`src/rtl/ctrl_pkg.sv`:
```
// ctrl_pkg: instruction-class, opcode and ALU command constants plus the execute control bundle.
package ctrl_pkg;
  localparam logic [1:0] MODE_DP  = 2'b00;
  localparam logic [1:0] MODE_MEM = 2'b01;
  localparam logic [1:0] MODE_BR  = 2'b10;
  localparam logic [3:0] OP_AND = 4'b0000;
  localparam logic [3:0] OP_EOR = 4'b0001;
  localparam logic [3:0] OP_SUB = 4'b0010;
  localparam logic [3:0] OP_ADD = 4'b0100;
  localparam logic [3:0] OP_ADC = 4'b0101;
  localparam logic [3:0] OP_SBC = 4'b0110;
  localparam logic [3:0] OP_TST = 4'b1000;
  localparam logic [3:0] OP_CMP = 4'b1010;
  localparam logic [3:0] OP_ORR = 4'b1100;
  localparam logic [3:0] OP_MOV = 4'b1101;
  localparam logic [3:0] OP_MVN = 4'b1111;
  localparam logic [3:0] EXE_NOP = 4'b0000;
  localparam logic [3:0] EXE_MOV = 4'b0001;
  localparam logic [3:0] EXE_ADD = 4'b0010;
  localparam logic [3:0] EXE_ADC = 4'b0011;
  localparam logic [3:0] EXE_SUB = 4'b0100;
  localparam logic [3:0] EXE_SBC = 4'b0101;
  localparam logic [3:0] EXE_AND = 4'b0110;
  localparam logic [3:0] EXE_ORR = 4'b0111;
  localparam logic [3:0] EXE_EOR = 4'b1000;
  localparam logic [3:0] EXE_MVN = 4'b1001;
  typedef struct packed {
    logic [3:0] exe_cmd;
    logic       mem_r_en;
    logic       mem_w_en;
    logic       wb_en;
    logic       s;
    logic       b;
  } ctrl_bundle_t;
  // Unlisted data-processing opcodes map to EXE_NOP, which also marks them as NOPs.
  function automatic logic [3:0] dp_cmd(input logic [3:0] op);
    case (op)
      OP_AND, OP_TST: return EXE_AND;
      OP_EOR:         return EXE_EOR;
      OP_SUB, OP_CMP: return EXE_SUB;
      OP_ADD:         return EXE_ADD;
      OP_ADC:         return EXE_ADC;
      OP_SBC:         return EXE_SBC;
      OP_ORR:         return EXE_ORR;
      OP_MOV:         return EXE_MOV;
      OP_MVN:         return EXE_MVN;
      default:        return EXE_NOP;
    endcase
  endfunction
endpackage

```
`src/rtl/ctrl_decode_stage_if.sv`:
```
// ctrl_decode_stage_if: upstream instruction, flush and downstream control-bundle signals of the ID stage.
interface ctrl_decode_stage_if #(parameter int REG_AW = 4);
  logic              in_valid;
  logic              in_ready;
  logic [1:0]        mode;
  logic [3:0]        op_code;
  logic              s_in;
  logic              imm;
  logic [REG_AW-1:0] rn;
  logic [REG_AW-1:0] rm;
  logic [REG_AW-1:0] rd;
  logic              flush;
  logic              out_valid;
  logic              out_ready;
  logic [3:0]        exe_cmd;
  logic              mem_r_en;
  logic              mem_w_en;
  logic              wb_en;
  logic              s;
  logic              b;
  logic [REG_AW-1:0] out_rd;
  logic              hazard;
  modport master (
    output in_valid, mode, op_code, s_in, imm, rn, rm, rd, flush, out_ready,
    input  in_ready, out_valid, exe_cmd, mem_r_en, mem_w_en, wb_en, s, b, out_rd, hazard
  );
  modport slave (
    input  in_valid, mode, op_code, s_in, imm, rn, rm, rd, flush, out_ready,
    output in_ready, out_valid, exe_cmd, mem_r_en, mem_w_en, wb_en, s, b, out_rd, hazard
  );
endinterface

```
`src/rtl/ctrl_decode_comb.sv`:
```
// ctrl_decode_comb: pure decode of mode/op_code/s_in/imm into the control bundle and source-use flags.
module ctrl_decode_comb
  import ctrl_pkg::*;
(
  input  logic [1:0]   mode,
  input  logic [3:0]   op_code,
  input  logic         s_in,
  input  logic         imm,
  output ctrl_bundle_t ctrl,
  output logic         rn_used,
  output logic         rm_used,
  output logic         rd_used
);
  logic       is_dp;
  logic       is_mem;
  logic       is_br;
  logic [3:0] dp;
  logic       dp_ok;
  always_comb begin
    is_dp         = mode == MODE_DP;
    is_mem        = mode == MODE_MEM;
    is_br         = mode == MODE_BR;
    dp            = dp_cmd(op_code);
    dp_ok         = is_dp && dp != EXE_NOP;
    ctrl.exe_cmd  = dp_ok ? dp : is_mem ? EXE_ADD : EXE_NOP;
    ctrl.mem_r_en = is_mem && s_in;
    ctrl.mem_w_en = is_mem && !s_in;
    ctrl.wb_en    = (dp_ok && op_code != OP_TST && op_code != OP_CMP) || (is_mem && s_in);
    ctrl.s        = (dp_ok || is_br) && s_in;
    ctrl.b        = is_br;
    rn_used       = (is_dp && op_code != OP_MOV && op_code != OP_MVN) || is_mem;
    rm_used       = is_dp && !imm;
    rd_used       = is_mem && !s_in;
  end
endmodule

```
`src/rtl/ctrl_decode_stage.sv`:
```
// ctrl_decode_stage: ID-stage decode, ID/EX bundle register, RAW scoreboard and branch flush.
// Define CTRL_FWD_EN to stall only on load-use hazards (ALU results forwarded).
module ctrl_decode_stage
  import ctrl_pkg::*;
#(
  parameter int REG_AW      = 4,
  parameter int TRACK_DEPTH = 2
) (
  input logic                clk,
  input logic                rst_n,
  ctrl_decode_stage_if.slave bus
);
`ifdef CTRL_FWD_EN
  localparam bit LOAD_ONLY = 1'b1;
`else
  localparam bit LOAD_ONLY = 1'b0;
`endif
  typedef struct packed {
    logic              v;
    logic [REG_AW-1:0] rd;
    logic              ld;
  } sb_t;
  ctrl_bundle_t      dec;
  ctrl_bundle_t      q;
  logic              q_v;
  logic [REG_AW-1:0] q_rd;
  logic              rn_used;
  logic              rm_used;
  logic              rd_used;
  sb_t               sb  [TRACK_DEPTH];
  sb_t               trk [TRACK_DEPTH+1];
  logic              hz;
  logic              accept;
  logic              xfer;
  ctrl_decode_comb u_dec (
    .mode    (bus.mode),
    .op_code (bus.op_code),
    .s_in    (bus.s_in),
    .imm     (bus.imm),
    .ctrl    (dec),
    .rn_used (rn_used),
    .rm_used (rm_used),
    .rd_used (rd_used)
  );
  // trk[0] is the output register acting as the youngest writer; trk[1..] are the shifted entries.
  always_comb begin
    trk[0] = {q_v && q.wb_en, q_rd, q.mem_r_en};
    for (int i = 0; i < TRACK_DEPTH; i++) trk[i+1] = sb[i];
    hz = 1'b0;
    for (int i = 0; i <= TRACK_DEPTH; i++)
      hz = hz | (trk[i].v && (trk[i].ld || !LOAD_ONLY) &&
                 ((rn_used && bus.rn == trk[i].rd) ||
                  (rm_used && bus.rm == trk[i].rd) ||
                  (rd_used && bus.rd == trk[i].rd)));
  end
  assign bus.hazard   = bus.in_valid && hz;
  assign bus.in_ready = !bus.hazard && !bus.flush && (!q_v || bus.out_ready);
  assign accept       = bus.in_valid && bus.in_ready;
  assign xfer         = q_v && bus.out_ready && !bus.flush;
  always_ff @(posedge clk or negedge rst_n) begin
    if (!rst_n) begin
      q_v  <= 1'b0;
      q    <= '0;
      q_rd <= '0;
      for (int i = 0; i < TRACK_DEPTH; i++) sb[i] <= '0;
    end else begin
      q_v   <= bus.flush ? 1'b0 : accept ? 1'b1 : bus.out_ready ? 1'b0 : q_v;
      q     <= bus.flush ? '0 : accept ? dec : q;
      q_rd  <= accept ? bus.rd : q_rd;
      sb[0] <= xfer ? trk[0] : '0;
      for (int i = 1; i < TRACK_DEPTH; i++) sb[i] <= sb[i-1];
    end
  end
  assign bus.out_valid = q_v;
  assign bus.exe_cmd   = q.exe_cmd;
  assign bus.mem_r_en  = q.mem_r_en;
  assign bus.mem_w_en  = q.mem_w_en;
  assign bus.wb_en     = q.wb_en;
  assign bus.s         = q.s;
  assign bus.b         = q.b;
  assign bus.out_rd    = q_rd;
endmodule

```
`src/flat_wrapper.sv`:
```
// flat-port wrapper written by rule: the top's interface ports become plain ports
module ctrl_decode_stage_flat import ctrl_pkg::*;
#(
  parameter int REG_AW      = 4,
  parameter int TRACK_DEPTH = 2
)
  (clk, rst_n, bus_in_valid, bus_mode, bus_op_code, bus_s_in, bus_imm, bus_rn, bus_rm, bus_rd, bus_flush, bus_out_ready, bus_in_ready, bus_out_valid, bus_exe_cmd, bus_mem_r_en, bus_mem_w_en, bus_wb_en, bus_s, bus_b, bus_out_rd, bus_hazard);
  ctrl_decode_stage_if #(.REG_AW(REG_AW)) bus_i ();
  input logic clk;
  input logic rst_n;
  input wire logic [$bits(bus_i.in_valid)-1:0] bus_in_valid;
  input wire logic [$bits(bus_i.mode)-1:0] bus_mode;
  input wire logic [$bits(bus_i.op_code)-1:0] bus_op_code;
  input wire logic [$bits(bus_i.s_in)-1:0] bus_s_in;
  input wire logic [$bits(bus_i.imm)-1:0] bus_imm;
  input wire logic [$bits(bus_i.rn)-1:0] bus_rn;
  input wire logic [$bits(bus_i.rm)-1:0] bus_rm;
  input wire logic [$bits(bus_i.rd)-1:0] bus_rd;
  input wire logic [$bits(bus_i.flush)-1:0] bus_flush;
  input wire logic [$bits(bus_i.out_ready)-1:0] bus_out_ready;
  output wire logic [$bits(bus_i.in_ready)-1:0] bus_in_ready;
  output wire logic [$bits(bus_i.out_valid)-1:0] bus_out_valid;
  output wire logic [$bits(bus_i.exe_cmd)-1:0] bus_exe_cmd;
  output wire logic [$bits(bus_i.mem_r_en)-1:0] bus_mem_r_en;
  output wire logic [$bits(bus_i.mem_w_en)-1:0] bus_mem_w_en;
  output wire logic [$bits(bus_i.wb_en)-1:0] bus_wb_en;
  output wire logic [$bits(bus_i.s)-1:0] bus_s;
  output wire logic [$bits(bus_i.b)-1:0] bus_b;
  output wire logic [$bits(bus_i.out_rd)-1:0] bus_out_rd;
  output wire logic [$bits(bus_i.hazard)-1:0] bus_hazard;
  assign bus_i.in_valid = bus_in_valid;
  assign bus_i.mode = bus_mode;
  assign bus_i.op_code = bus_op_code;
  assign bus_i.s_in = bus_s_in;
  assign bus_i.imm = bus_imm;
  assign bus_i.rn = bus_rn;
  assign bus_i.rm = bus_rm;
  assign bus_i.rd = bus_rd;
  assign bus_i.flush = bus_flush;
  assign bus_i.out_ready = bus_out_ready;
  assign bus_in_ready = bus_i.in_ready;
  assign bus_out_valid = bus_i.out_valid;
  assign bus_exe_cmd = bus_i.exe_cmd;
  assign bus_mem_r_en = bus_i.mem_r_en;
  assign bus_mem_w_en = bus_i.mem_w_en;
  assign bus_wb_en = bus_i.wb_en;
  assign bus_s = bus_i.s;
  assign bus_b = bus_i.b;
  assign bus_out_rd = bus_i.out_rd;
  assign bus_hazard = bus_i.hazard;
  ctrl_decode_stage #(.REG_AW(REG_AW), .TRACK_DEPTH(TRACK_DEPTH)) u_core (.clk(clk), .rst_n(rst_n), .bus(bus_i));
endmodule
```
`config.mk`:
```
export PLATFORM = sky130hd
export DESIGN_NAME = ctrl_decode_stage_flat
export DESIGN_NICKNAME = d
export VERILOG_FILES = /design/src/rtl/ctrl_pkg.sv /design/src/rtl/ctrl_decode_stage_if.sv /design/src/rtl/ctrl_decode_comb.sv /design/src/rtl/ctrl_decode_stage.sv /design/src/flat_wrapper.sv
export SDC_FILE = /design/constraint.sdc
export NUM_CORES = 1
export LEC_CHECK = 0
export BUFFER_PORTS_ARGS = -buffer_cell sky130_fd_sc_hd__buf_2
export CAP_MARGIN = 20
export CORE_MARGIN = 2
export CORE_UTILIZATION = 46
export CTS_CLUSTER_SIZE = 40
export DETAILED_ROUTE_END_ITERATION = 10
export PLACE_DENSITY = 0.71
export SLEW_MARGIN = 20
export SYNTH_ARGS = -nofsm -noshare
export SYNTH_HDL_FRONTEND = slang
export SYNTH_SLANG_ARGS = --single-unit
```
`constraint.sdc`:
```
create_clock -name clk -period 4 [get_ports clk]
set_input_delay 0.8 -clock clk [delete_from_list [all_inputs] [get_ports clk]]
set_output_delay 0.8 -clock clk [all_outputs]
set_load 0.005 [all_outputs]
```
After elaboration in Yosys (flattened, before gate mapping)
Memory sizes are Yosys's and may differ from the RTL's.
Index checks and enable logic that the tools add are counted.
{"block": "word_totals", "romBits": 64, "word_cells": 85, "inputBits": 25, "out_inout_bits": 16, "reg_bits": 24, "memories": 1}
{"block": "classes", "n_eq_ne": 15, "n_bitwise": 2, "muxes": 8, "n_reduce_logical": 47}
{"memory": "(no name shown)", "words": 16, "word_bits": 4, "read_ports": 1, "rd_clocked_by_memory_dff": 0, "write_ports": 0, "line_no": "ctrl_pkg.sv:37", "source": "case (op)"}
{"cell": "4-bit equality test", "n": 9}
{"cell": "1-bit logical AND", "n": 28}
{"cell": "9-bit 2-to-1 mux", "n": 2}
{"cell": "4-bit != test (second input constant)", "n": 4}
{"cell": "1-bit logical OR", "n": 10}
{"cell": "6-bit 2-to-1 mux", "n": 1}
{"cell": "1-bit logical NOT", "n": 5}
{"cell": "4-bit 2-to-1 mux", "n": 1}
{"cell": "4-bit nonzero test", "n": 1}
{"cell": "1-bit 2-to-1 mux", "n": 3}
{"cell": "3-bit nonzero test", "n": 1}
{"cell": "2-bit by 1-bit equality test with 1-bit output (second input constant)", "n": 1}
{"cell": "2-bit equality test (second input constant)", "n": 1}
{"cell": "2-bit logical NOT", "n": 1}
{"cell": "2-bit 2-to-1 mux", "n": 1}
{"cell": "1-bit OR", "n": 2}
{"cell": "2-bit nonzero test", "n": 1}

Logic depth before layout (Yosys ltp)
Gate-level depths: netlist of run 1.
{"block": "depth", "word_depth": 17, "depth_mapped": 8, "ltp_nobuf": 8}

Modules after synthesis
A second synthesis of run 1 with hierarchy kept.
{"block": "hier_totals", "cells_unflattened": 171, "area_unflattened_um2": 1722.9}
{"module": "ctrl_decode_stage", "seq_area_each_um2": 600.6, "area_each_um2": 1360.1, "cells_per_inst": 120, "instances": 1}
{"module": "ctrl_decode_comb", "seq_area_each_um2": 0.0, "area_each_um2": 362.8, "cells_per_inst": 51, "instances": 1}

Least setup slack after synthesis of run 1
Ideal clock, no wire load.
{"block": "synth_path", "path_type": "input-to-output", "from": "input bus_op_code[1]", "to": "output bus_in_ready", "arrival_ps": 1760, "path_buffers": 0, "slack_ps": 1440, "required_time_ps": 3200, "stages": 7, "cell_sequence": "inv_1 ha_1 o21ai_0 o21ai_0 a31o_1 a31oi_1 a211oi_1"}
{"block": "synth_via", "elab_chain_len": 14, "elab_cells_between_ends": 23, "classes_between": "eq/ne (2); bitwise (2); reduce/logical (19)"}
{"item": "from (decl)", "line_no": "flat_wrapper.sv:13", "source": "input wire logic [$bits(bus_i.op_code)-1:0] bus_op_code;"}
{"item": "4-bit != test", "line_no": "ctrl_decode_comb.sv:31", "source": "rn_used = (is_dp && op_code != OP_MOV && op_code != OP_MVN) || is_mem;"}
{"item": "1-bit logical AND", "line_no": "ctrl_decode_comb.sv:31"}
{"item": "1-bit logical AND *", "line_no": "ctrl_decode_comb.sv:31"}
{"item": "1-bit logical OR *", "line_no": "ctrl_decode_comb.sv:31"}
{"item": "1-bit logical AND", "line_no": "ctrl_decode_stage.sv:52", "source": "((rn_used && bus.rn == trk[i].rd) ||"}
{"item": "1-bit logical OR", "line_no": "ctrl_decode_stage.sv:52"}
{"item": "1-bit logical OR", "line_no": "ctrl_decode_stage.sv:53", "source": "(rm_used && bus.rm == trk[i].rd) ||"}
{"item": "1-bit logical AND", "line_no": "ctrl_decode_stage.sv:51", "source": "hz = hz | (trk[i].v && (trk[i].ld || !LOAD_ONLY) &&"}
{"item": "1-bit OR", "line_no": "ctrl_decode_stage.sv:51"}
{"item": "1-bit OR *", "line_no": "ctrl_decode_stage.sv:51"}
{"item": "1-bit logical AND *", "line_no": "ctrl_decode_stage.sv:56", "source": "assign bus.hazard = bus.in_valid && hz;"}
{"item": "named net bus_hazard", "line_no": "flat_wrapper.sv:30", "source": "output wire logic [$bits(bus_i.hazard)-1:0] bus_hazard;"}
{"item": "1-bit logical NOT *", "line_no": "ctrl_decode_stage.sv:57", "source": "assign bus.in_ready = !bus.hazard && !bus.flush && (!q_v || bus.out_ready);"}
{"item": "1-bit logical AND * (2 in a row)", "line_no": "ctrl_decode_stage.sv:57"}
{"item": "to (decl)", "line_no": "flat_wrapper.sv:21", "source": "output wire logic [$bits(bus_i.in_ready)-1:0] bus_in_ready;"}
The timed path passes the listed nets; every way through them passes the cells marked *.

Worst setup path after layout of run 1
{"block": "layout_path", "from": "input bus_mode[0]", "to": "output bus_in_ready"}
{"block": "layout_via", "elab_chain_len": 14, "elab_cells_between_ends": 31, "classes_between": "eq/ne (1); bitwise (2); reduce/logical (28)"}
{"item": "from (decl)", "line_no": "flat_wrapper.sv:12", "source": "input wire logic [$bits(bus_i.mode)-1:0] bus_mode;"}
{"item": "2-bit logical NOT", "line_no": "ctrl_decode_comb.sv:20", "source": "is_dp = mode == MODE_DP;"}
{"item": "1-bit logical AND (2 in a row)", "line_no": "ctrl_decode_comb.sv:31"}
{"item": "1-bit logical OR", "line_no": "ctrl_decode_comb.sv:31"}
{"item": "1-bit logical AND", "line_no": "ctrl_decode_stage.sv:52"}
{"item": "1-bit logical OR", "line_no": "ctrl_decode_stage.sv:52"}
{"item": "1-bit logical OR", "line_no": "ctrl_decode_stage.sv:53"}
{"item": "1-bit logical AND", "line_no": "ctrl_decode_stage.sv:51"}
{"item": "1-bit OR", "line_no": "ctrl_decode_stage.sv:51"}
{"item": "1-bit OR *", "line_no": "ctrl_decode_stage.sv:51"}
{"item": "1-bit logical AND *", "line_no": "ctrl_decode_stage.sv:56"}
{"item": "1-bit logical NOT *", "line_no": "ctrl_decode_stage.sv:57"}
{"item": "1-bit logical AND * (2 in a row)", "line_no": "ctrl_decode_stage.sv:57"}
Every way passes the cells marked *; elsewhere a longest branch is shown, timed or not.

==> results of run 1 <==
-- worst min path at each step --
stage / startpoint / end / slack, ns / cells after the start
2_1_floorplan: u_core.sb[11]$_DFF_PN0_ / u_core.sb[5]$_DFF_PN0_ / 0.41 / 0
3_3_place_gp: u_core.sb[11]$_DFF_PN0_ / u_core.sb[5]$_DFF_PN0_ / 0.44 / 0
3_5_place_dp: u_core.sb[11]$_DFF_PN0_ / u_core.sb[5]$_DFF_PN0_ / 0.46 / 0
4_1_cts: rst_n / u_core.sb[2]$_DFF_PN0_ / 0.46 / 1
5_1_grt: rst_n / u_core.sb[2]$_DFF_PN0_ / 0.47 / 1
6_report: rst_n / u_core.bus.out_rd[1]$_DFFE_PN0P_ / 0.46 / 1
-- worst max-delay path, delay by kind of cell --
kind / cells / cell delay, ns
buf+inv: 2 / 0.27
simple gates: 3 / 0.79
compound gates: 3 / 0.39
-- cell usage in the layout (no fill, tap or decap), types with 2 or more instances in the layout --
cell type / instances
buf_2: 40
nor2b_1: 3
nand2b_1: 9
nand2_1: 5
a31oi_1: 2
nand3_1: 5
a211oi_1: 2
nor3_1: 4
nor2_1: 5
and2_1: 6
mux2i_1: 9
ha_1: 5
inv_1: 6
mux2_2: 2
xnor2_1: 15
nand4_1: 4
o21ai_0: 6
mux2_1: 2
clkbuf_4: 3
nor4_1: 3
mux2_4: 2
xor2_1: 21
dfrtp_1: 24
-- power breakdown --
group	internal (uW)	switching, uW	total, uW
registers	256	25.2	281
clock network	35.1	65.1	100
logic	63.9	62.4	126
total	355	153	508
-- metal layers --
metal / vias to the layer above / share of wire (%)
met2: 45 / 52
met1: 639 / 42
li1: 616 / -
met4: 0 / 1.5
met3: 4 / 4.0
met5: - / 0
-- registers in the layout, indices dropped and copies added (netlist names) --
register / flops
u_core.bus.out_valid: 1
u_core.bus.mem_w_en: 1
u_core.bus.wb_en: 1
u_core.bus.exe_cmd: 4
u_core.sb: 10
u_core.bus.out_rd: 4
u_core.bus.mem_r_en: 1
u_core.bus.b: 1
u_core.bus.s: 1
-- stage by stage --
step	hold WS (ns)	power [uW]
3_5_place_dp	0.458	413
5_1_grt	0.472	539
2_1_floorplan	0.410	354
4_1_cts	0.465	516
3_3_place_gp	0.439	407
6_report	0.462	508
-- kinds of logic (layout without fill, tap and decap cells) --
group	after synthesis	in the layout	synth area share [%]
mux	15	15	10.4
xor+xnor	36	36	19.9
compound gates	19	19	8.59
buf+inv	8	49	2.36
flops	24	24	37.8
fa+ha+maj	5	5	3.94
simple gates	47	47	17.0
-- cell type report --
type	instances	area, um2	area share (%)
inverter	6	22.5	1.22
clock buffer	3	22.5	1.22
tap	46	57.6	3.11
sequential	24	601	32.4
timing repair buffer	40	200	10.8
multi-input combinational	122	950	51.2
==> out/results.ini, run 1 <==
[outcome]
outcome = completed

[sta]
min_period_ns = 3.06
final.setup.tns_ns = 0
fmax_mhz = 326
tightest_slew_ns = 0.567
rsz0062_at_grt = no
fin_ws_ns = 0.935
timing.slew.headroom_pct = 61.9
clock_skew_ns = 0.00274
fin_crit_sh_pct = 76.6
hold_viol_final = 0
slew_violations = 0
setup_violations = 0

[cts]
cts_buffers = 3
cts_resized = 0
cts_sinks = 24
cts_setup_buffers = 0
clk_pin_slew_ns = 0.12
ctsHtreeMaxLevel = 1
cts_tree = yes
holdBufCountCts = 0
clock_latency_ns = 0.30
cts_root_buf = clkbuf_4
cts_buffer_depth = 2

[final_layout]
finalNonFillerCells = 241
fillCellCount = 330
drive_gt1_share_pct = 25.6
final_net_count = 227
fin_util_pct = 55.5
synthToLayoutAreaGrowth_pct = 16.7
diodes = 0
stdcell_area_um2 = 1850

[drt]
vias_per_cell = 5.41
vias = 1304
first_iter_violations = 65
dr.pass1.iters = 4
postRouteAntennaNets = 0
drc_errors = 0
finalWirelength_mm = 3.76
wire_per_inst_um = 15.6

[worst_setup_path]
r2r_end = u_core.bus.out_rd[2]$_DFFE_PN0P_
crit_start = bus_mode[0]
worstPathCellList = buf_2 > nor3_1 > nand4_1 > nor2_1 > a311oi_2 > a31oi_1 > a211oi_1 > buf_2
crit_arrival_ns = 2.26
r2r-start = u_core.bus.out_rd[0]$_DFFE_PN0P_
crit_required_ns = 3.20
reg2reg_depth = 6
crit_top_cell = buf_2
cp_max_fo = 7
worstSetupEndpoint = bus_in_ready
end_kind = output port
path_class = in -> out
start_kind = primary input
critPathSlowestCell = nor3_1
slowest_delay_ns = 0.48
reg2reg_slack_ns = 1.75

[placement]
port_buffers = 40
dp_slack_ns = 0.985
place.gp.congestion = 0.794
place_inst = 238
hpwl_mm = 2.97
placed_cell_area_um2 = 1830

[synthesis]
synth_top_area_cell = dfrtp_1
netlist_instances = 154
ys_top_cells_by_count = dfrtp_1, xor2_1, xnor2_1
synth.area.top_cells = dfrtp_1, xor2_1, xnor2_1
synth-edff-count = 0
synth_most_common_cell = dfrtp_1
ys_warn_count = 0
synth_flop_cell = dfrtp_1
ys_types = 35
yosysSeqAreaShare_pct = 37.8
netlist.area_leader.share_pct = 37.8
synth_area_um2 = 1590
async_reset_ff_share_pct = 100
syn_nets = 184
synth-seq-cells = 24
avgSynthCellArea_um2 = 10.3

[global_routing]
grt_most_used_layer = met2
grt_pass1_wl_mm = 6.44
grt_use_met2_pct = 36.6
grt_util_all_layers_pct = 20.6
overflow = 0
met3_usage_pct = 2.16
grt_pass1_vias = 1361
antenna_found_initial = 0
gr-usage-met1_pct = 26.0
grt_max_degree = 25

[die]
io_pins = 41
die_area_um2 = 3940
num_rows = 21
die_w_um = 62.8
start_util_pct = 47.6
die_h_um = 62.8
core_um2 = 3340

[flow_run]
max_cap_viol_count = 0

[power]
ir_drop_mv = 0.113
p_leak_uw = 0.000921
power.density_nw_per_um2 = 274

[worst_hold_path]
hp-class = in -> async

No activity file was read; power rests on OpenSTA's default activity.
==> inputs of run 2 (changes only) <==
==> constraint.sdc (replaced) <==
create_clock -name clk -period 3.2 [get_ports clk]
set_input_delay 0.64 -clock clk [delete_from_list [all_inputs] [get_ports clk]]
set_output_delay 0.64 -clock clk [all_outputs]
set_load 0.005 [all_outputs]
==> out/results.ini, run 2 (synthesized netlist as in run 1, its figures left out) <==
[worst_setup_path]
reg2reg_depth = 7  ; was 6
path_class = in -> out  ; unchanged
crit_top_cell = buf_2  ; unchanged
end_kind = output port  ; unchanged
crit_arrival_ns = 2.18  ; was 2.26 ns
path_depth = 8  ; unchanged
start_kind = primary input  ; unchanged
cp_max_fo = 7  ; unchanged
worstPathCellList = buf_2 > nor3_1 > nand4_1 > nor2_1 > a311oi_2 > a31oi_1 > a211oi_1 > buf_2  ; unchanged
crit_required_ns = 2.56  ; was 3.20 ns
r2r-start = u_core.bus.out_rd[3]$_DFFE_PN0P_  ; was u_core.bus.out_rd[0]$_DFFE_PN0P_
slowest_delay_ns = 0.50  ; was 0.48 ns
critPathSlowestCell = nor3_1  ; unchanged
crit_start = bus_mode[0]  ; unchanged
worst_path_dominant_cell_family = simple AND/OR/NAND/NOR gates  ; unchanged
critPathBufInv = 2  ; unchanged

[sta]
tightest_slew_ns = 0.588  ; was 0.567 ns
setup_violations = 0  ; unchanged
slew_violations = 0  ; unchanged
whs_ns = 0.285  ; was 0.462 ns
hold_viol_final = 0  ; unchanged
fin_crit_sh_pct = 88.0
min_period_ns = 2.82
final.setup.tns_ns = 0  ; unchanged
clock_skew_ns = 0.00906  ; was 0.00274 ns
rsz0062_at_grt = no  ; unchanged
timing.slew.headroom_pct = 60.5  ; was 61.9%
fmax_mhz = 355

[die]
die_h_um = 62.8  ; unchanged
start_util_pct = 47.6  ; unchanged
die_area_um2 = 3940  ; unchanged
core_um2 = 3340  ; unchanged
io_pins = 41  ; unchanged
num_rows = 21  ; unchanged
die_w_um = 62.8  ; unchanged

[final_layout]
layout_common_cells = buf_2, dfrtp_1, xor2_1  ; unchanged
seqCellArea_um2 = 601  ; unchanged
largest_reg_flops = 10  ; unchanged
top_register = u_core.sb  ; unchanged
layout_commonest_cell = buf_2  ; unchanged
final_net_count = 228  ; was 227
drive_gt1_share_pct = 26.0  ; was 25.6%
diodes = 0  ; unchanged
fillCellCount = 311  ; was 330
multi_input_area_um2 = 950  ; unchanged
synthToLayoutAreaGrowth_pct = 17.2  ; was 16.7%

[placement]
port_buffers = 40  ; unchanged
place.gp.congestion = 0.804  ; was 0.794
hpwl_mm = 2.99  ; was 2.97 mm

[drt]
vias = 1282  ; was 1304
first_iter_violations = 42  ; was 65
drc_errors = 0  ; unchanged
postRouteAntennaNets = 0  ; unchanged
finalWirelength_mm = 3.72  ; was 3.76 mm
dr.pass1.iters = 4  ; unchanged
vias_per_cell = 5.30  ; was 5.41
wire_per_inst_um = 15.4  ; was 15.6 um

[global_routing]
grt_pass1_wl_mm = 6.25  ; was 6.44 mm
grt_util_all_layers_pct = 20.3  ; was 20.6%
grt_pass1_vias = 1348  ; was 1361
antenna_found_initial = 0  ; unchanged
grt_max_degree = 25  ; unchanged
overflow = 0  ; unchanged

[cts]
cts_tree = yes  ; unchanged
ctsHtreeMaxLevel = 1  ; unchanged
cts_resized = 0  ; unchanged
clk_pin_slew_ns = 0.13  ; was 0.12 ns
clock_latency_ns = 0.30  ; about the same
cts_root_buf = clkbuf_4  ; unchanged
holdBufCountCts = 0  ; unchanged
cts_buffers = 3  ; unchanged
cts_buffer_depth = 2  ; unchanged
cts_setup_buffers = 0  ; unchanged
cts_sinks = 24  ; unchanged

[power]
p_leak_uw = 0.000926  ; was 0.000921 uW
ir_drop_mv = 0.159  ; was 0.113 mV
power.density_nw_per_um2 = 342  ; was 274 nW/um2

[flow_run]
max_cap_viol_count = 0  ; unchanged

[outcome]
outcome = completed  ; unchanged

[worst_hold_path]
hp-class = in -> async  ; unchanged

[run 2: changes by cell type in the layout (fill, tap and decap cells not counted)]
| cell | change |
|---|---|
| buf_4 | +1 |
[run 2: path summary, 6_finish.rpt]
path                                                    end  slack, ns
setup / recovery                               bus_in_ready       0.38
hold / removal                       u_core.sb[2]$_DFF_PN0_       0.29
setup reg to reg           u_core.bus.out_rd[0]$_DFFE_PN0P_       0.92
hold reg to reg                      u_core.sb[5]$_DFF_PN0_       0.48
max in group asynchronous  u_core.bus.out_rd[2]$_DFFE_PN0P_       2.55
min in group clk                     u_core.sb[5]$_DFF_PN0_       0.48
[run 2: power breakdown]
part	switching, uW	internal (uW)	total, uW
sequential	30.5	320	351
combinational	77.6	80.3	158
clock	83.5	43.9	127
[run 2: routing by layer]
metal	vias up	wire length (um)	part of all wire (%)	track usage, %
li1	619	-	-	-
met1	624	1520	41	23.7
met2	33	1970	53	36.8
met3	6	163	4.4	3.42
met4	0	65	1.7	7.78
met5	-	0	0	0
[run 2: layout make-up]
cell class	count	share of cell area (%)
Timing Repair Buffer	41	11.2
Tap cell	46	3.09
Clock buffer	3	1.21
Sequential cell	24	32.3
Inverter	6	1.21
Multi-Input combinational cell	122	51.0
[run 2: worst register-to-register path: stages (launching register included)]
cell and delay (ns):
dfrtp_1 0.50, xor2_1 0.20, nor3_1 0.29, nand4_1 0.14, a31o_1 0.27, nand4_2 0.19
buf_4 0.24, mux2_2 0.35
[run 2: metrics by stage]
stage                     power, uW  worst slack, ns  instance area [um2]  utilization, %  cells
after global placement          509            0.515                 1840            55.1    239
after detailed placement        516            0.440                 1840            55.1    239
after CTS                       642            0.435                 1860            55.8    242
after global routing            672            0.230                 1860            55.8    242
after floorplan                 442            0.960                 1590               -    154
final                           636            0.384                 1860            55.8    242
